## src/rtl/float_add_pipe.sv

```systemverilog
// Three-stage pipelined adder for unsigned mini-floats {exp, man}, value = man * 2^exp.
// Optional saturation indicator output enabled by FLOAT_ADD_PIPE_SAT_FLAG_EN.
module float_add_pipe #(
    parameter int EXP_W = 3,
    parameter int MAN_W = 5,
    parameter int W     = EXP_W + MAN_W
) (
    input  logic         clk,
    input  logic         rst_n,
    input  logic         in_valid,
    output logic         in_ready,
    input  logic [W-1:0] a_in,
    input  logic [W-1:0] b_in,
    output logic         out_valid,
    input  logic         out_ready,
`ifdef FLOAT_ADD_PIPE_SAT_FLAG_EN
    output logic         sat_flag,
`endif
    output logic [W-1:0] result
);

    logic             adv;

    logic             s1_valid_q;
    logic [EXP_W-1:0] s1_exp_big_q,   s1_exp_big_d;
    logic [EXP_W-1:0] s1_dist_q,      s1_dist_d;
    logic [MAN_W-1:0] s1_man_big_q,   s1_man_big_d;
    logic [MAN_W-1:0] s1_man_small_q, s1_man_small_d;

    logic             s2_valid_q;
    logic [EXP_W-1:0] s2_exp_q;
    logic [MAN_W:0]   s2_sum_q,       s2_sum_d;

    logic             s3_valid_q;
    logic [W-1:0]     result_q,       result_d;
`ifdef FLOAT_ADD_PIPE_SAT_FLAG_EN
    logic             sat_q,          sat_d;
`endif

    // One stall signal for the whole pipe: bubbles shift like data.
    assign adv       = ~s3_valid_q | out_ready;
    assign in_ready  = adv;
    assign out_valid = s3_valid_q;
    assign result    = result_q;
`ifdef FLOAT_ADD_PIPE_SAT_FLAG_EN
    assign sat_flag  = sat_q;
`endif

    always_comb begin
        logic [EXP_W-1:0] exp_a, exp_b;
        logic [MAN_W-1:0] man_a, man_b;
        exp_a = a_in[W-1:MAN_W];
        exp_b = b_in[W-1:MAN_W];
        man_a = a_in[MAN_W-1:0];
        man_b = b_in[MAN_W-1:0];
        if (exp_a >= exp_b) begin
            s1_exp_big_d   = exp_a;
            s1_man_big_d   = man_a;
            s1_man_small_d = man_b;
            s1_dist_d      = exp_a - exp_b;
        end else begin
            s1_exp_big_d   = exp_b;
            s1_man_big_d   = man_b;
            s1_man_small_d = man_a;
            s1_dist_d      = exp_b - exp_a;
        end
    end

    // A logical shift by MAN_W or more already yields zero, covering large distances.
    always_comb begin
        logic [MAN_W-1:0] man_sh;
        man_sh   = s1_man_small_q >> s1_dist_q;
        s2_sum_d = {1'b0, s1_man_big_q} + {1'b0, man_sh};
    end

    always_comb begin
        result_d = {s2_exp_q, s2_sum_q[MAN_W-1:0]};
`ifdef FLOAT_ADD_PIPE_SAT_FLAG_EN
        sat_d    = 1'b0;
`endif
        if (s2_sum_q[MAN_W]) begin
            if (s2_exp_q != {EXP_W{1'b1}}) begin
                result_d = {s2_exp_q + 1'b1, 1'b1, s2_sum_q[MAN_W-1:1]};
            end else begin
                result_d = {W{1'b1}};
`ifdef FLOAT_ADD_PIPE_SAT_FLAG_EN
                sat_d    = 1'b1;
`endif
            end
        end
    end

    always_ff @(posedge clk or negedge rst_n) begin
        if (!rst_n) begin
            s1_valid_q     <= 1'b0;
            s1_exp_big_q   <= '0;
            s1_dist_q      <= '0;
            s1_man_big_q   <= '0;
            s1_man_small_q <= '0;
            s2_valid_q     <= 1'b0;
            s2_exp_q       <= '0;
            s2_sum_q       <= '0;
            s3_valid_q     <= 1'b0;
            result_q       <= '0;
`ifdef FLOAT_ADD_PIPE_SAT_FLAG_EN
            sat_q          <= 1'b0;
`endif
        end else if (adv) begin
            s1_valid_q     <= in_valid;
            s1_exp_big_q   <= s1_exp_big_d;
            s1_dist_q      <= s1_dist_d;
            s1_man_big_q   <= s1_man_big_d;
            s1_man_small_q <= s1_man_small_d;
            s2_valid_q     <= s1_valid_q;
            s2_exp_q       <= s1_exp_big_q;
            s2_sum_q       <= s2_sum_d;
            s3_valid_q     <= s2_valid_q;
            result_q       <= result_d;
`ifdef FLOAT_ADD_PIPE_SAT_FLAG_EN
            sat_q          <= sat_d;
`endif
        end
    end

endmodule

```

## config.mk

```make
export PLATFORM = sky130hd
export DESIGN_NAME = float_add_pipe
export DESIGN_NICKNAME = d
export VERILOG_FILES = /design/src/rtl/float_add_pipe.sv
export SDC_FILE = /design/constraint.sdc
export NUM_CORES = 1
export LEC_CHECK = 0
export CORE_UTILIZATION = 39
export CTS_CLUSTER_SIZE = 25
export DETAILED_ROUTE_END_ITERATION = 6
export DONT_BUFFER_PORTS = 1
export PLACE_DENSITY = 0.61
export RECOVER_POWER = 50
export SLEW_MARGIN = 40
export SYNTH_ARGS = -nofsm -noshare
export SYNTH_HDL_FRONTEND = slang
export SYNTH_SLANG_ARGS = --single-unit
```

## constraint.sdc

```tcl
create_clock -name clk -period 2.06 [get_ports clk]
set_clock_uncertainty 0.05 [all_clocks]
set_input_delay 0.618 -clock clk [delete_from_list [all_inputs] [get_ports clk]]
set_output_delay 0.618 -clock clk [all_outputs]
set_load 0.1 [all_outputs]
```

# == After elaboration in Yosys (flattened, before gate mapping) ==
# Cells that the tools add are included.
# Widths: inputs -> output; s select.
# word_totals
regBits,36
in_bits,20
output_inout_bits,10
elab_cells,25
# op_classes
add_sub_neg,4
magnitude_cmp,1
eq_ne,1
shift,1
mux,6
bitwise,2
# ops
op,n
$mux 8,2
$mux 5,2
$add 5x5->6,1
$mux 3,2
$sub 3x3->3,2
$shr 5x3->5,1
$add 3x1->3 const B,1
$ge 3x3->1,1
$ne 3x3->1 const B,1
$not 1->1,1
$or 1x1->1,1

# == Depth between registers and ports, before layout ==
# depth
ltp_word,3
depth_mapped,12
depth_no_buf,11

# == Worst setup path before layout ==
# Ideal clock, no wire load.
# synth_path
path_kind,register -> output
start,register s3_valid_q (netlist: out_valid)
end,output in_ready
arrival_ns,1.792
required_ns,1.392
slack_ns,-0.400
stages_incl_launch_ff,5
path_buffers,2
cell_sequence,dfrtp_1 -> nor2b_1 -> buf_2 -> inv_1 -> buf_2
# synth_between
elab_chain_len,2
# synth_rtl
item,line,rtl
"start, declared",34,logic s3_valid_q;
"start signal, assigned",117,s3_valid_q <= s2_valid_q;
$not 1->1,41,assign adv = ~s3_valid_q | out_ready;
$or 1x1->1,41,
"end, declared",11,"output logic in_ready,"
# No other way between the ends.

# == Final worst setup path ==
# layout_path
start,register s1_dist_q[1]
end,register s2_sum_q[4]
# layout_between
elab_chain_len,2
# layout_rtl
item,line,rtl
"start, declared",26,"logic [EXP_W-1:0] s1_dist_q, s1_dist_d;"
"start signal, assigned",111,s1_dist_q <= s1_dist_d;
$shr 5x3->5,72,man_sh = s1_man_small_q >> s1_dist_q;
$add 5x5->6,73,"s2_sum_d = {1'b0, s1_man_big_q} + {1'b0, man_sh};"
"end signal, assigned",116,s2_sum_q <= s2_sum_d;
"end, declared",32,"logic [MAN_W:0] s2_sum_q, s2_sum_d;"
# No other way between the ends.
# A chain may end at the register's enable or synchronous reset.

==> report_table.html <==
<table>
<tr><th>Metric</th><th>Value</th></tr>
<tr><th colspan="2">Drt</th></tr>
<tr><td>Detail Route Antenna Nets</td><td>0</td></tr>
<tr><td>Routed wire length per instance</td><td>12.7 um</td></tr>
<tr><td>Total vias in the final route</td><td>1,503</td></tr>
<tr><td>DRT iter0 DRCs</td><td>81</td></tr>
<tr><td>Vias per cell</td><td>5.01</td></tr>
<tr><td>Total Routed Length</td><td>3.80 mm</td></tr>
<tr><td>DRC errors left</td><td>0</td></tr>
<tr><td>Drt first pass iters</td><td>4</td></tr>
<tr><th colspan="2">Place</th></tr>
<tr><td>Hpwl dp</td><td>2.71 mm</td></tr>
<tr><td>Final weighted congestion in routability-driven placement</td><td>0.741</td></tr>
<tr><td>Port bufs</td><td>0</td></tr>
<tr><td>Placed Cells</td><td>290</td></tr>
<tr><td>Post-place instance area</td><td>2210 um^2</td></tr>
<tr><th colspan="2">Critical path</th></tr>
<tr><td>Crit Path Max Fanout</td><td>2</td></tr>
<tr><td>Req. time, crit path</td><td>2.20 ns</td></tr>
<tr><td>Critical path class</td><td>reg2reg</td></tr>
<tr><td>Family of cells with the greatest summed delay on the critical path</td><td>compound AO/OA/AOI/OAI gates</td></tr>
<tr><td>Kind of start point of the critical path</td><td>flip-flop</td></tr>
<tr><td>Category of the worst setup path capture point</td><td>flip-flop</td></tr>
<tr><td>Critical path data arrival time</td><td>2.29 ns</td></tr>
<tr><td>Buffering stage count on the worst path with inverters included</td><td>1</td></tr>
<tr><td>Worst reg-to-reg path cell count</td><td>10</td></tr>
<tr><td>Standard cell with the maximum stage delay on the critical path</td><td>dfrtp_1</td></tr>
<tr><td>WP depth</td><td>10</td></tr>
<tr><td>Series of cell instances along the critical path</td><td>mux2_2, a22oi_2, o22ai_1, ha_2, inv_2, fa_2, nor2b_1, o21a_1, o21a_1, o31ai_1</td></tr>
<tr><td>Max stage delay on crit path</td><td>0.37 ns</td></tr>
<tr><td>Most common cell type on the critical path</td><td>o21a_1</td></tr>
<tr><th colspan="2">Outcome</th></tr>
<tr><td>Failing checks</td><td>negative setup slack</td></tr>
<tr><td>Outcome</td><td>complete, but fails checks</td></tr>
<tr><th colspan="2">Synth</th></tr>
<tr><td>Number of instances in the synthesized netlist</td><td>217</td></tr>
<tr><td>Mean instance size in the synthesized netlist</td><td>9.33 um^2</td></tr>
<tr><td>Post-Syn Nets</td><td>251</td></tr>
<tr><td>Sequential fraction of the synthesis area</td><td>44.5%</td></tr>
<tr><td>Number of distinct library cells after synthesis</td><td>33</td></tr>
<tr><td>Number of synthesized register bits</td><td>36</td></tr>
<tr><td>Library cell occupying the most area in the post-synthesis netlist</td><td>dfrtp_1</td></tr>
<tr><td>Fraction of post-synthesis cell area in the top cell type by area</td><td>44.5%</td></tr>
<tr><td>Leading post-synthesis cells by cell area</td><td>dfrtp_1 (44%), nand2_1 (9.1%), ha_1 (6.8%)</td></tr>
<tr><td>Yosys warnings</td><td>0</td></tr>
<tr><td>Post-synthesis instance area</td><td>2020 um^2</td></tr>
<tr><th colspan="2">Power</th></tr>
<tr><td>Static Leakage</td><td>1.09 nW</td></tr>
<tr><td>Worst voltage drop across the vdd grid</td><td>767 uV</td></tr>
<tr><td>PwrDens</td><td>1530 nW/um^2</td></tr>
<tr><th colspan="2">Timing</th></tr>
<tr><td>Worst Max-Slew Pin Slew</td><td>0.886 ns</td></tr>
<tr><td>Slew Viols, Final</td><td>0</td></tr>
<tr><td>Final number of hold-violating endpoints</td><td>0</td></tr>
<tr><td>Maximum frequency from static timing analysis</td><td>466 MHz</td></tr>
<tr><td>Unrepaired setup endpoints after global routing</td><td>true</td></tr>
<tr><td>Final critical delay including setup and external delays</td><td>2.15 ns</td></tr>
<tr><td>Final setup violation count</td><td>3</td></tr>
<tr><td>Worst hold slack</td><td>0.395 ns</td></tr>
<tr><td>Final worst setup slack</td><td>-0.0880 ns</td></tr>
<tr><td>Final Cycle Share</td><td>104%</td></tr>
<tr><td>Rel. slew slack</td><td>41.0%</td></tr>
<tr><th colspan="2">Die</th></tr>
<tr><td>Die outline width</td><td>74.0 um</td></tr>
<tr><td>Boundary pin count</td><td>30</td></tr>
<tr><td>Core footprint</td><td>4850 um^2</td></tr>
<tr><td>Initial core utilization</td><td>41.8%</td></tr>
<tr><td>Die Area</td><td>5480 um^2</td></tr>
<tr><td>DIE HEIGHT</td><td>74.0 um</td></tr>
<tr><td>Number of standard-cell rows in the floorplan</td><td>25</td></tr>
<tr><th colspan="2">Final layout</th></tr>
<tr><td>Layout cells sized above 1</td><td>19.7%</td></tr>
<tr><td>Most common cell after layout, fill and taps aside</td><td>nand2_1</td></tr>
<tr><td>Final Instance Area</td><td>2350 um^2</td></tr>
<tr><td>Top library cells by usage in the layout, fill and taps aside</td><td>nand2_1 (49), dfrtp_1 (35), o21ai_0 (19), buf_4 (19)</td></tr>
<tr><td>Net count of the finished layout</td><td>267</td></tr>
<tr><td>Count of non-filler cells in the finished layout</td><td>300</td></tr>
<tr><td>Antenna fix cells</td><td>0</td></tr>
<tr><td>Filler Cell Count</td><td>462</td></tr>
<tr><td>Area growth, synth to finish</td><td>16.2%</td></tr>
<tr><th colspan="2">GRT</th></tr>
<tr><td>Number of antenna violations at the first check in global routing</td><td>0</td></tr>
<tr><td>Pin count of the biggest net entering global routing</td><td>37</td></tr>
<tr><td>Overall overflow remaining after global route</td><td>0</td></tr>
<tr><td>Number of global-route vias before repair</td><td>1,439</td></tr>
<tr><td>Total track usage</td><td>15.7%</td></tr>
<tr><td>First-pass GRT wire length</td><td>6.42 mm</td></tr>
<tr><th colspan="2">Clock tree</th></tr>
<tr><td>Clock Tree Buf Depth</td><td>2</td></tr>
<tr><td>Clock network latency to the later pin of the worst-skew pair</td><td>0.28 ns</td></tr>
<tr><td>Number of buffers inserted during clock tree synthesis</td><td>5</td></tr>
<tr><td>Deepest level of the CTS H-tree</td><td>2</td></tr>
<tr><td>CTS clock-pin slew for the worst setup and hold paths</td><td>0.07 ns</td></tr>
<tr><td>Total clock sinks</td><td>36</td></tr>
<tr><td>Clock tree from TritonCTS</td><td>built</td></tr>
<tr><td>Clock root buffer master</td><td>clkbuf_8</td></tr>
<tr><th colspan="2">Worst hold path</th></tr>
<tr><td>Worst min-delay path category</td><td>in2async</td></tr>
<tr><th colspan="2">Job</th></tr>
<tr><td>Count of max-cap constraint violations</td><td>0</td></tr>
</table>
[worst register-to-register path: stages (launching register included)]
cell     delay, ns
dfrtp_1       0.37
mux2_2        0.36
a22oi_2       0.17
o22ai_1       0.10
ha_2          0.20
inv_2         0.05
fa_2          0.19
nor2b_1       0.05
o21a_1        0.18
o21a_1        0.17
o31ai_1       0.18
[layer usage]
metal  share of wire (%)  global-route usage, %  wire length (um)  vias up
met5                   0                      0                 0        -
met4                 2.6                   7.48                98        0
met3                 5.1                   4.74               193        8
met2                  44                   24.7              1690       44
met1                  48                   19.9              1820      679
li1                    -                      -                 -      772
[power by group]
part	total, mW	leakage (nW)	switching, mW	internal, mW
registers	1.17	0.430	0.186	0.981
clock network	0.529	0.0503	0.232	0.298
logic	1.90	0.606	1.28	0.621
[worst paths after layout]
check,slack (ns),startpoint,end
worst min-delay path,0.40,rst_n,result[3]
max in group asynchronous,0.96,rst_n,out_valid
min in group clk,0.40,in_valid,s1_valid_q
worst max register to register,-0.09,s1_dist_q[1],s2_sum_q[4]
worst min register to register,0.41,s2_valid_q,s2_valid_q
worst max-delay path,-0.09,s1_dist_q[1],s2_sum_q[4]
[cell type report]
cell class                      count  area, um^2  area share, %
Clock buffer                        7        96.3           4.10
Inverter                           11        41.3           1.76
Multi-Input combinational cell    156        1030           43.8
Sequential cell                    36         902           38.4
Tap cell                           67        83.8           3.56
Timing Repair Buffer               23         199           8.46
[registers in the layout, indices dropped and copies added, names as in the netlist]
signal	flops
result	8
s2_sum_q	6
s1_man_big_q	5
s1_man_small_q	5
s1_dist_q	3
s1_exp_big_q	3
s2_exp_q	3
out_valid	1
s1_valid_q	1
s2_valid_q	1
[per-stage QoR]
step	TNS, ns	util [%]	setup slack, ns	power [mW]
floorplan	-0.136	-	-0.101	2.60
global route	-0.501	48.5	-0.206	3.85
finish	-0.153	48.5	-0.0880	3.60
detailed placement	-0.112	45.7	-0.0767	3.00
CTS	-0.0605	48.4	-0.0605	3.58
global placement	-0.0308	45.7	-0.0308	2.97
[what timing repair did]
| action | in CTS | in global routing |
|---|---|---|
| gates resized for setup | 4 | 4 |
| buffers inserted | 1 | 1 |
| endpoints found under the hold margin | 36 | 0 |
| hold buffers | 1 | 0 |
| setup endpoints to repair | 3 | 4 |
| pin swaps | 2 | 7 |
[cell families after synthesis]
| logic type | share of synthesized area [%] |
|---|---|
| and+or+nand+nor | 15.6 |
| AOI/OAI and AO/OA | 16.1 |
| DFF | 44.5 |
| buffers and inverters | 6.37 |
| muxes | 7.23 |
| adders and majority gates | 9.77 |
| xor gates and xnor gates | 0.433 |
[cells in the mapped netlist]
library cell	n
dfrtp_1	36
buf_12	1
xor2_1	1
nand3_1	5
ha_1	11
buf_6	1
nor3_1	3
o21ai_1	3
a211o_1	1
fa_1	3
nand2b_1	1
clkbuf_1	7
o21a_1	2
mux2i_1	12
buf_2	3
o221ai_1	1
nor4b_1	1
buf_4	2
inv_1	11
nor2_1	12
a31oi_1	2
o311ai_2	3
a22oi_1	1
o22ai_1	6
nor2b_1	5
nand2_1	49
a21oi_1	8
mux2_4	1
o21ai_0	20
o31ai_1	2
a21oi_2	1
mux2_2	1
a2111oi_0	1
Note: power is estimated with default switching activity, not from simulation.
